**config.mk**
```make
export PLATFORM = sky130hd
export DESIGN_NAME = seq_div_unit
export DESIGN_NICKNAME = d
export VERILOG_FILES = /design/src/rtl/div_pkg.sv /design/src/rtl/div_step.sv /design/src/rtl/seq_div_unit.sv
export SDC_FILE = /design/constraint.sdc
export NUM_CORES = 1
export LEC_CHECK = 0
export BUFFER_PORTS_ARGS = -buffer_cell sky130_fd_sc_hd__buf_2
export CORE_ASPECT_RATIO = 1.1
export CORE_UTILIZATION = 57
export CTS_CLUSTER_SIZE = 40
export DETAILED_ROUTE_END_ITERATION = 7
export GPL_ROUTABILITY_DRIVEN = 0
export PLACE_DENSITY = 0.74
export SLEW_MARGIN = 20
export SYNTH_ARGS = -nofsm -noshare
export SYNTH_HDL_FRONTEND = slang
export SYNTH_SLANG_ARGS = --single-unit
```
**constraint.sdc**
```tcl
create_clock -name clk_i -period 11.7 [get_ports clk_i]
set_input_delay 1.755 -clock clk_i [delete_from_list [all_inputs] [get_ports clk_i]]
set_output_delay 1.755 -clock clk_i [all_outputs]
set_load 0.02 [all_outputs]
```
**src/rtl/div_pkg.sv**
```systemverilog
// Shared constants and state encoding for the sequential radix-2 divider.
package div_pkg;

  localparam int unsigned DIV_WIDTH = 32;
  localparam int unsigned DIV_ITER  = DIV_WIDTH;

  typedef enum logic [1:0] {
    IDLE,
    ZERO,
    CALC,
    DONE
  } div_state_e;

endpackage

```
**src/rtl/div_step.sv**
```systemverilog
// One restoring-division iteration: shift {r,q} left, trial-subtract |b| at WIDTH+1 bits.
module div_step
  import div_pkg::*;
#(
  parameter int unsigned WIDTH = DIV_WIDTH
) (
  input  logic [2*WIDTH-1:0] rq,
  input  logic [WIDTH-1:0]   b_mag,
  output logic [2*WIDTH-1:0] rq_next
);

  logic [WIDTH:0] r_sh;
  logic [WIDTH:0] diff;

  always_comb begin
    r_sh = rq[2*WIDTH-1:WIDTH-1];
    diff = r_sh - {1'b0, b_mag};
    if (diff[WIDTH]) begin
      rq_next = {r_sh[WIDTH-1:0], rq[WIDTH-2:0], 1'b0};
    end else begin
      rq_next = {diff[WIDTH-1:0], rq[WIDTH-2:0], 1'b1};
    end
  end

endmodule

```
**src/rtl/seq_div_unit.sv**
```systemverilog
// Multi-cycle restoring divider for DIV/DIVU with start/annul/ready handshake.
// Optional DIV_EARLY_OUT_EN: finish early when |a| < |b| (same results, shorter latency).
module seq_div_unit
  import div_pkg::*;
#(
  parameter int unsigned WIDTH = DIV_WIDTH
) (
  input  logic                 clk_i,
  input  logic                 rst_ni,
  input  logic                 signed_div_i,
  input  logic [WIDTH-1:0]     a_i,
  input  logic [WIDTH-1:0]     b_i,
  input  logic                 start_i,
  input  logic                 annul_i,
  output logic [2*WIDTH-1:0]   result_o,
  output logic                 ready_o
);

  localparam int unsigned CW = $clog2(WIDTH);

  div_state_e          state_q, state_d;
  logic [CW-1:0]       cnt_q;
  logic [2*WIDTH-1:0]  rq_q, rq_step;
  logic [WIDTH-1:0]    bmag_q;
  logic [WIDTH-1:0]    a_mag, b_mag;
  logic                q_neg_q, r_neg_q;
  logic                early_q, early_d;
  logic                accept, last_iter;
  logic [WIDTH-1:0]    q_fix, r_fix, early_rem;
  logic [2*WIDTH-1:0]  result_q;
  logic                ready_q;

  assign accept    = start_i && !annul_i;
  assign last_iter = (cnt_q == CW'(WIDTH-1));
  assign a_mag     = (signed_div_i && a_i[WIDTH-1]) ? -a_i : a_i;
  assign b_mag     = (signed_div_i && b_i[WIDTH-1]) ? -b_i : b_i;

`ifdef DIV_EARLY_OUT_EN
  assign early_d = (b_i != '0) && (a_mag < b_mag);
`else
  assign early_d = 1'b0;
`endif

  div_step #(.WIDTH(WIDTH)) u_step (
    .rq      (rq_q),
    .b_mag   (bmag_q),
    .rq_next (rq_step)
  );

  assign q_fix     = q_neg_q ? -rq_step[WIDTH-1:0]       : rq_step[WIDTH-1:0];
  assign r_fix     = r_neg_q ? -rq_step[2*WIDTH-1:WIDTH] : rq_step[2*WIDTH-1:WIDTH];
  assign early_rem = r_neg_q ? -rq_q[WIDTH-1:0]          : rq_q[WIDTH-1:0];

  always_comb begin
    state_d = state_q;
    case (state_q)
      IDLE: if (accept) state_d = ((b_i == '0) || early_d) ? ZERO : CALC;
      ZERO: state_d = annul_i ? IDLE : DONE;
      CALC: begin
        if (annul_i)        state_d = IDLE;
        else if (last_iter) state_d = DONE;
      end
      DONE: if (annul_i || !start_i) state_d = IDLE;
      default: state_d = IDLE;
    endcase
  end

  // Early-out reuses the ZERO state so ready_o still rises in the second cycle;
  // the latched dividend magnitude is sign-restored into the remainder there.
  always_ff @(posedge clk_i) begin
    if (!rst_ni) begin
      state_q  <= IDLE;
      cnt_q    <= '0;
      rq_q     <= '0;
      bmag_q   <= '0;
      q_neg_q  <= 1'b0;
      r_neg_q  <= 1'b0;
      early_q  <= 1'b0;
      result_q <= '0;
      ready_q  <= 1'b0;
    end else begin
      state_q <= state_d;
      case (state_q)
        IDLE: begin
          if (accept) begin
            rq_q    <= {{WIDTH{1'b0}}, a_mag};
            bmag_q  <= b_mag;
            q_neg_q <= signed_div_i && (a_i[WIDTH-1] ^ b_i[WIDTH-1]);
            r_neg_q <= signed_div_i && a_i[WIDTH-1];
            early_q <= early_d;
            cnt_q   <= '0;
          end
        end
        ZERO: begin
          if (!annul_i) begin
            result_q <= early_q ? {early_rem, {WIDTH{1'b0}}} : '0;
            ready_q  <= 1'b1;
          end
        end
        CALC: begin
          if (!annul_i) begin
            rq_q  <= rq_step;
            cnt_q <= cnt_q + 1'b1;
            if (last_iter) begin
              result_q <= {r_fix, q_fix};
              ready_q  <= 1'b1;
            end
          end
        end
        DONE: begin
          if (annul_i || !start_i) ready_q <= 1'b0;
        end
        default: ready_q <= 1'b0;
      endcase
    end
  end

  assign result_o = result_q;
  assign ready_o  = ready_q;

endmodule

```
Word level (Yosys, flattened, before mapping):

Index checks and enable logic that the tools add are counted.
Widths: inputs -> output; s select.

* output and inout bits: 65
* word-level logic and storage cells: 69
* input bits: 69
* register bits: 170

* reductions and logical operators: 17
* $add $sub $neg: 6
* bitwise logic cells: 1
* equality and inequality tests: 10
* mux-type cells: 27

Operators with widths (count)
* $mux 64: 6
* $pmux 64 s2: 2
* $mux 32: 4
* $neg 32->32: 4
* $sub 33x32->33: 1
* $logic_not 32->1: 1
* $mux 2: 6
* $mux 5: 2
* $ne 2x2->1 const B: 5
* $pmux 5 s2: 1
* $pmux 2 s4: 1
* $reduce_and 3->1: 2
* $add 5x1->5 const B: 1
* $eq 5x5->1 const B: 1
* $reduce_and 5->1: 1
* $eq 2x2->1 const B: 2
* $logic_and 1x1->1: 4
* $mux 1: 4
* $reduce_and 4->1: 1
* $reduce_bool 2->1: 2
* $ne 3x3->1 const B: 1
* $pmux 1 s3: 1
* $reduce_bool 3->1: 1
* $eq 2x1->1 const B: 1
* other kinds (5): 6

Depth between registers and ports, before layout:

Gate-level depths: netlist (run 1).

* depth in word-level cells: 7
* gate-level depth with buffers: 26

Hierarchy:

Synthesis (run 1) repeated with hierarchy kept, for this count alone.

* cells, all modules: 1459
* area total of the unflattened synthesis: 12080.3 µm²

Modules (own cells, without submodules)
* seq_div_unit: sequential area each 3403.3 µm², area an instance 9481.6 µm², cells each 1122, times used 1
* div_step: sequential area each 0.0 µm², area an instance 2598.7 µm², cells each 337, times used 1

Worst setup path before layout (run 1):

OpenSTA, ideal clock, no wires.

* kind: register to register
* start point: reg rq_q[31]
* end point: reg result_q[62] (netlist: result_o[62])
* stages on the path, launching flop included: 25
* clock period less this slack: 5.189 ns
* slack: 6.511 ns
* data arrival time: 5.061 ns
* data required time: 11.573 ns
* setup time: 0.127 ns
* cell sequence: dfxtp_1 > inv_1 > ha_1 > inv_1 > fa_1 > a211oi_4 > o211ai_2 > a21oi_4 > a211oi_2 > or3_4 > a21oi_4 > buf_6 > buf_2 > buf_2 > mux2i_1 > ha_1 > inv_1 > a2111oi_0 > o2111ai_1 > a2111oi_0 > a211oi_1 > a221oi_2 > a31oi_1 > xnor2_1 > o21ai_1

* longest elaborated chain between the ends: 7

RTL lines
* start: declaration: line seq_div_unit.sv:23 `logic [2*WIDTH-1:0] rq_q, rq_step;`
* start signal: assignment: line seq_div_unit.sv:86 `rq_q <= {{WIDTH{1'b0}}, a_mag};`
* start signal: assignment: line seq_div_unit.sv:102 `rq_q <= rq_step;`
* $sub 33x32->33: line div_step.sv:17 `diff = r_sh - {1'b0, b_mag};`
* $mux 64 *: line div_step.sv:18 `if (diff[WIDTH]) begin`
* $neg 32->32: line seq_div_unit.sv:51 `assign r_fix = r_neg_q ? -rq_step[2*WIDTH-1:WIDTH] : rq_step[2*WIDTH-1:WIDTH];`
* $mux 32 *: line seq_div_unit.sv:51
* $mux 64 *: line seq_div_unit.sv:104 `if (last_iter) begin`
* $mux 64 *: line seq_div_unit.sv:101 `if (!annul_i) begin`
* $pmux 64 s2 *: line seq_div_unit.sv:83 `case (state_q)`
* end signal: assignment: line seq_div_unit.sv:96 `result_q <= early_q ? {early_rem, {WIDTH{1'b0}}} : '0;`
* end signal: assignment: line seq_div_unit.sv:105 `result_q <= {r_fix, q_fix};`
* end: declaration: line seq_div_unit.sv:30 `logic [2*WIDTH-1:0] result_q;`

Every way passes the cells marked *; elsewhere a longest branch is shown, timed or not. The select of a mux whose other input is x is not followed.
A chain may end at the register's enable or synchronous reset.

Worst setup path after layout (run 1):

Same ends and word-level chain as after synthesis.

==> results of run 1 <==
## state kept, by name (all words and copies together), names as in the netlist
signal,cells
rq_q,64
bmag_q,32
result_o,64
ready_o,1
cnt_q,5
q_neg_q,1
state_q,2
r_neg_q,1
## power by group through the flow
stage	logic [mW]	clock network, mW	registers, mW
finish	0.920	0.593	0.677
global route	1.01	0.624	0.682
CTS	0.901	0.599	0.674
detailed placement	0.896	0	0.688
global placement	0.886	0	0.685
floorplan	0.696	0	0.672
## cells in the final DEF (no fill, tap or decap), drive strengths merged, types with 9 or more instances in the layout
cell,instances
o31ai,24
nor2,190
o21ai,120
dfxtp,170
nor3,29
clkinv,9
xnor2,83
o211ai,14
inv,61
clkbuf,17
mux2i,23
nand2b,17
a22oi,36
or3,24
and2,23
buf,143
or4,12
a21o,13
a21oi,137
o41ai,17
nand4,12
nor4,17
nand2,203
ha,43
or2,10
a211oi,37
nand3,18
xor2,53
## per-stage QoR
stage	cells	hold WS, ps
after floorplan	1568	432
after global placement	1874	431
after detailed placement	1874	436
after CTS	1906	447
after global routing	1906	466
final	1906	445
## per-layer routing
metal / GRT usage, % / up-vias / share of wire (%)
li1: - / 5750 / -
met1: 45.8 / 5382 / 47
met2: 48.8 / 456 / 43
met3: 4.84 / 67 / 6.9
met4: 12.4 / 0 / 3.0
met5: 0 / - / 0
## final cells by class
cell class	instances	area [um2]
Clock buffer	17	425
Multi-Input combinational cell	1254	7770
Timing Repair Buffer	143	741
Sequential cell	170	3400
Inverter	55	209
Tap cell	252	315
Clock inverter	15	211
Fill cell	1816	6920
## worst min-delay path: stages (launching register included)
cell and delay, ps:
dfxtp_1 310, nand2_1 50, o21ai_1 50
## logic make-up (layout without fill, tap and decap cells)
logic type,count (synthesis),count (layout)
buffers and inverters,144,230
adder cells (fa/ha/maj),44,44
XOR/XNOR,136,136
AO/OA/AOI/OAI,466,466
flip-flops,170,170
multiplexers,25,25
AND/OR/NAND/NOR,583,583
## worst paths after layout
path / from / to / depth (start not counted) / slack (ps)
worst min-delay path: result_o[60] / result_o[60] / 2 / 440
worst min register to register: result_o[60] / result_o[60] / 2 / 440
worst max-delay path: rq_q[31] / result_o[62] / 22 / 5350
worst max register to register: rq_q[31] / result_o[62] / 22 / 5350
==> results_dict.tcl, run 1 <==
set metrics [dict create \
    status "finished with violations" \
    violations "DRC" \
    cts_post_setup_buffers_inserted 0 \
    synthesized_area_per_cell_um2 7.49 \
    track_usage_pct 32.2 \
    totalWireLength_mm 34.2 \
    final_layout_size_suffix_gt1_share_pct 13.1 \
    clock_tree_from_tritoncts "yes" \
    postPlaceCellArea_um2 12400 \
    layout_worst_path_cycle_share_pct 54.3 \
    muxShareOfSynthArea_pct 2.29 \
    floorplan.initialDensity_pct 58.7 \
    synth_compound_area_share_pct 26.1 \
    numCtsBuffers 17 \
    synth-xor-area-share_pct 10.1 \
    final.setup.tns_ps 0 \
    cap_violations 0 \
    preCtsSetupSlack_ps 5510 \
    synth.yosys.seq_area_share_pct 29.0 \
    synth.cells.most_frequent "nand2_1, nor2_1, dfxtp_1" \
    row_count 54 \
    detail_route.wl_per_cell_um 17.9 \
    hold_path_class "reg2reg" \
    critical_path.most_common_cell "inv_1" \
    numPortBuffers 133 \
    io_pins 134 \
    first_global_vias 10447 \
    detailed_place_hpwl_mm 25.5 \
    total_power_mw 2.19 \
    fp.dieH_um 153 \
    setup_violation_total_in_the_final_timing_report 0 \
    crit_path_max_fanout 34 \
    switching_share_pct 43.4 \
    yosys_register_bits 170 \
    worst_skew_pair.late_latency_ps 440 \
    drc 6 \
    clockPowerShare_pct 27.1 \
    grt_max_degree 77 \
    cts_hold_buf 0 \
    post_synth_inst_count 1568 \
    cp_data_required_time_ps 11990 \
    combinational_family_with_the_most_area_after_synthesis "compound AO/OA/AOI/OAI gates" \
    critPathKind "reg2reg" \
    antenna_found_initial 0 \
    worst_setup_hold_path_clk_slew_ps 80 \
    cts_root_buffer "clkbuf_16" \
    netlist_area_um2 11700 \
    share_comb_of_total_power_pct 42.0 \
    net_count_final 1754 \
    synth_top_cell_area_share_pct 29.0 \
    final_antenna_diode_count 0 \
    cellInternalPower_mw 1.24 \
    final_core_utilization_pct 65.4 \
    crit_arrival_ps 6640 \
    final_cell_area_um2 13100 \
    yosysMostFrequentCell "nand2_1" \
    grt_overflow 0 \
    tritoncts_num_sinks 170 \
    fraction_of_registers_with_async_set_reset_pct 0 \
    cpMaxStageDelayCell "a2111oi_0" \
    worst-path-buf-inv 4 \
    synthDistinctLibCells 85 \
    detail_route.first_pass.iterations 8 \
    synthFlopType "dfxtp_1" \
    final_critical_path_setup_slack_ps 5350 \
    report.final.hold_viol_count 0 \
    power.density_nw_per_um2 168 \
    timing.slew.headroom_pct 32.0 \
    cpPeakStageDelay_ps 570 \
    cts_resized 0 \
    timing.final.max_slew_violations 0 \
    unrepaired_setup_endpoints_after_global_routing "no" \
    worst_setup_path_end_kind "flop" \
    nets_in_the_synthesized_netlist 1681 \
    ys_warn_count 0 \
    irDropWorstVdd_uv 160 \
    achievable-frequency_mhz 158 \
    synth_simple_gate_area_share_pct 22.8 \
    seq_power_share_pct 30.9 \
    worst_setup_path_start_kind "flop" \
    cp_top_family "compound AO/OA/AOI/OAI gates" \
    power_switching_uw 952 \
    layout_min_cycle_time_ps 6350 \
    wire_length_of_the_first_global_routing_pass_mm 54.6 \
    total_via_count_after_detailed_routing 11655 \
    synth_top_cell_by_area "dfxtp_1" \
    worstPathCellList "inv_1 -> ha_1 -> inv_1 -> fa_1 -> a211oi_4 -> o211ai_2 -> a21oi_4 -> a211oi_2 -> or3_4 -> a21oi_4 -> buf_4 -> mux2i_1 -> ha_1 -> inv_1 -> a2111oi_0 -> o2111ai_1 -> a2111oi_0 -> a211oi_1 -> a221oi_2 -> a31oi_1 -> xnor2_1 -> o21ai_1" \
    avgViaCountPerCell 6.11 \
    placeableCoreArea_um2 20000 \
    synthAdderAreaFrac_pct 4.75 \
    die_x_um 139 \
    route.antenna.remaining_nets 0 \
    cts_max_path_buffers 2 \
    fin_skew_ps 14.2 \
    timing_worst_slew_pin_value_ps 1020 \
    htree_num_levels 4 \
    synth_enable_flop_cells 0 \
    area_delta_synth_final_pct 11.4 \
    dr.first_iter.drc_count 1088 \
    power_leakage_nw 5.14 \
    die_area_um2 21200 \
    post_synth_main_area_contributors "dfxtp_1, nand2_1, xnor2_1" \
]
(Power assumes the default switching activity.)
==> run 2, diff against run 1 <==
ABC_AREA = 1   (was not set)
CORE_UTILIZATION = 55   (was 57)
clock period = 5.8 ns   (was 11.7 ns; I/O delays follow)
==> run 2 against run 1 <==
  * The run now ends clean
  * Synthesized area grew 7.7%
  * Largest cell class unchanged
  * Non-clock buffer count shrank 2
  * Critical endpoint is now result_o[30]
  * Die area grew 12%
  * Highest routed layer unchanged
  * Clock power grew 110%
==> results_dict.tcl, run 2 <==
set metrics [dict create \
    timing_worst_slew_pin_value_ps 1060 \
    tritoncts_num_sinks 170 \
    synth_enable_flop_cells 0 \
    synth_top_cell_by_area "dfxtp_1" \
    first_global_vias 12448 \
    cp_data_required_time_ps 6110 \
    track_usage_pct 32.4 \
    cp_top_family "simple AND/OR/NAND/NOR gates" \
    synth_top_cell_area_share_pct 26.9 \
    die_x_um 147 \
    final.setup.tns_ps 0 \
    timing.hold.worst_path_depth 2 \
    cts_hold_buf 0 \
    totalWireLength_mm 37.9 \
    setup_violation_total_in_the_final_timing_report 0 \
    ys_warn_count 0 \
    grt_max_degree 86 \
    floorplan.initialDensity_pct 56.7 \
    irDropWorstVdd_uv 461 \
    layout.filler_cells 2204 \
    nets_in_the_synthesized_netlist 2184 \
    worst_reg2reg_endpoint "result_o[30]" \
    io_pins 134 \
    hold_end "ready_o" \
    cpMaxStageDelayCell "fa_1" \
    cpPeakStageDelay_ps 410 \
    numCtsBuffers 17 \
    crit-reg2reg-launch "rq_q[31]" \
    area_delta_synth_final_pct 10.8 \
    detail_route.first_pass.iterations 5 \
    synth.cells.most_frequent "nand2_1, inv_1, a21oi_1" \
    critPathKind "reg2reg" \
    layout_common_cells "nand2_1, inv_1, a21oi_1, dfxtp_1, nor2_1" \
    grt_overflow 0 \
    post_synth_main_area_contributors "dfxtp_1, nand2_1, a21oi_1" \
    post_synth_inst_count 2071 \
    status "finished, final reports clean" \
    worst_setup_path_end_kind "flop" \
    final_antenna_diode_count 0 \
    worst_skew_pair.late_latency_ps 450 \
    layout_worst_path_cycle_share_pct 80.6 \
    drc 0 \
    source_of_the_worst_hold_timing_path "ready_o" \
    yosys_register_bits 170 \
    rrSetupSlack_ps 1130 \
    antenna_found_initial 0 \
    achievable-frequency_mhz 214 \
    avgViaCountPerCell 5.53 \
    detailed_place_hpwl_mm 28.6 \
    yosysMostFrequentCell "nand2_1" \
    final_layout_size_suffix_gt1_share_pct 12.2 \
    preCtsSetupSlack_ps 1180 \
    power.density_nw_per_um2 473 \
    fraction_of_registers_with_async_set_reset_pct 0 \
    wire_length_of_the_first_global_routing_pass_mm 61.4 \
    unrepaired_setup_endpoints_after_global_routing "no" \
    net_count_final 2266 \
    timing.final.max_slew_violations 0 \
    fp.dieH_um 161 \
    layout_min_cycle_time_ps 4670 \
    total_via_count_after_detailed_routing 13599 \
    cap_violations 0 \
    synth.yosys.seq_area_share_pct 26.9 \
    whs_ps 451 \
    final_critical_path_setup_slack_ps 1130 \
    timing.slew.headroom_pct 28.7 \
    final_core_utilization_pct 62.8 \
    crit_arrival_ps 4980 \
    crit_path_max_fanout 32 \
    synthFlopType "dfxtp_1" \
    htree_num_levels 4 \
    clock_tree_from_tritoncts "yes" \
    synthDistinctLibCells 52 \
    cts_resized 0 \
    worst-path-buf-inv 3 \
    worst_setup_path_start_kind "flop" \
    worst_setup_hold_path_clk_slew_ps 70 \
    timing.reg2reg.worst_path_depth 27 \
    netlist_area_um2 12700 \
    detail_route.wl_per_cell_um 15.4 \
    cts_post_setup_buffers_inserted 0 \
    report.final.hold_viol_count 0 \
    path_depth 27 \
    dr.first_iter.drc_count 1091 \
    power_leakage_nw 7.05 \
    fin_skew_ps 14.0 \
    layout_commonest_cell "nand2_1" \
    cts_root_buffer "clkbuf_16" \
    cts_max_path_buffers 2 \
    row_count 57 \
    synthesized_area_per_cell_um2 6.11 \
    numPortBuffers 133 \
    hold_path_class "reg2reg" \
    route.antenna.remaining_nets 0 \
    die_area_um2 23600 \
    placeableCoreArea_um2 22300 \
]
-- run 2: stage by stage --
| stage | std cells | power (mW) | cell area, um2 |
|---|---|---|---|
| after detailed placement | 2429 | 5.31 | 13400 |
| after CTS | 2460 | 6.57 | 14000 |
| after global placement | 2429 | 5.25 | 13400 |
| final | 2460 | 6.63 | 14000 |
| after floorplan | 2071 | 4.48 | 12700 |
| after global routing | 2460 | 7.20 | 14000 |
-- run 2: where the power goes --
| part | switching [mW] | internal [mW] |
|---|---|---|
| clock network | 0.546 | 0.702 |
| logic | 2.66 | 1.18 |
| registers | 0.189 | 1.36 |
| total | 3.40 | 3.23 |
-- run 2: kinds of logic after synthesis --
kind of cell	synth area share [%]
buffers and inverters	11.3
flip-flops	26.9
AO/OA/AOI/OAI	18.4
XOR/XNOR	4.57
adder cells (fa/ha/maj)	4.41
AND/OR/NAND/NOR	34.5
-- run 2: metal layers --
layer	wire length [um]	track usage (%)	up-vias
li1	-	-	6838
met4	1680	15.9	0
met3	2450	5.06	115
met2	17500	53.2	547
met5	0	0	-
met1	16300	41.2	6099
-- run 2: layout make-up --
| type | instances | area, um2 | share of cell area, % |
|---|---|---|---|
| multi-input combinational | 1541 | 7840 | 55.9 |
| sequential | 170 | 3400 | 24.3 |
| timing repair buffer | 141 | 726 | 5.18 |
| inverter | 282 | 1060 | 7.57 |
| tap | 295 | 369 | 2.63 |
| clock inverter | 13 | 181 | 1.29 |
| clock buffer | 18 | 439 | 3.13 |
-- run 2: worst max-delay path by stage --
| stage | start | to | slack [ps] |
|---|---|---|---|
| floorplan | rq_q[31] | result_o[30] | 1830 |
| global placement | rq_q[31] | result_o[30] | 1300 |
| detailed placement | rq_q[31] | result_o[30] | 1180 |
| CTS | rq_q[31] | result_o[30] | 1160 |
| global route | rq_q[31] | result_o[30] | 620 |
| finish | rq_q[31] | result_o[30] | 1130 |
-- run 2: worst register-to-register path, stage by stage, from the launching register on --
cell     delay (ps)
dfxtp_1         310
inv_1            70
ha_1            140
inv_1            70
fa_1            410
nand2_1          80
nand2_1          80
nand3_1         110
nand2_2          90
nand2_2          80
nand2_4          70
nand2_4         100
nand3_4         120
nand2_4         360
ha_1            260
inv_1            60
nor3_1          250
nand3_1         150
nor3_1          270
nand3_1         180
nor2_1          260
nand4_1         190
o31ai_1         330
nand2_1         130
nor2_1          140
a21oi_1          80
o21ai_0          90
a21oi_1          80
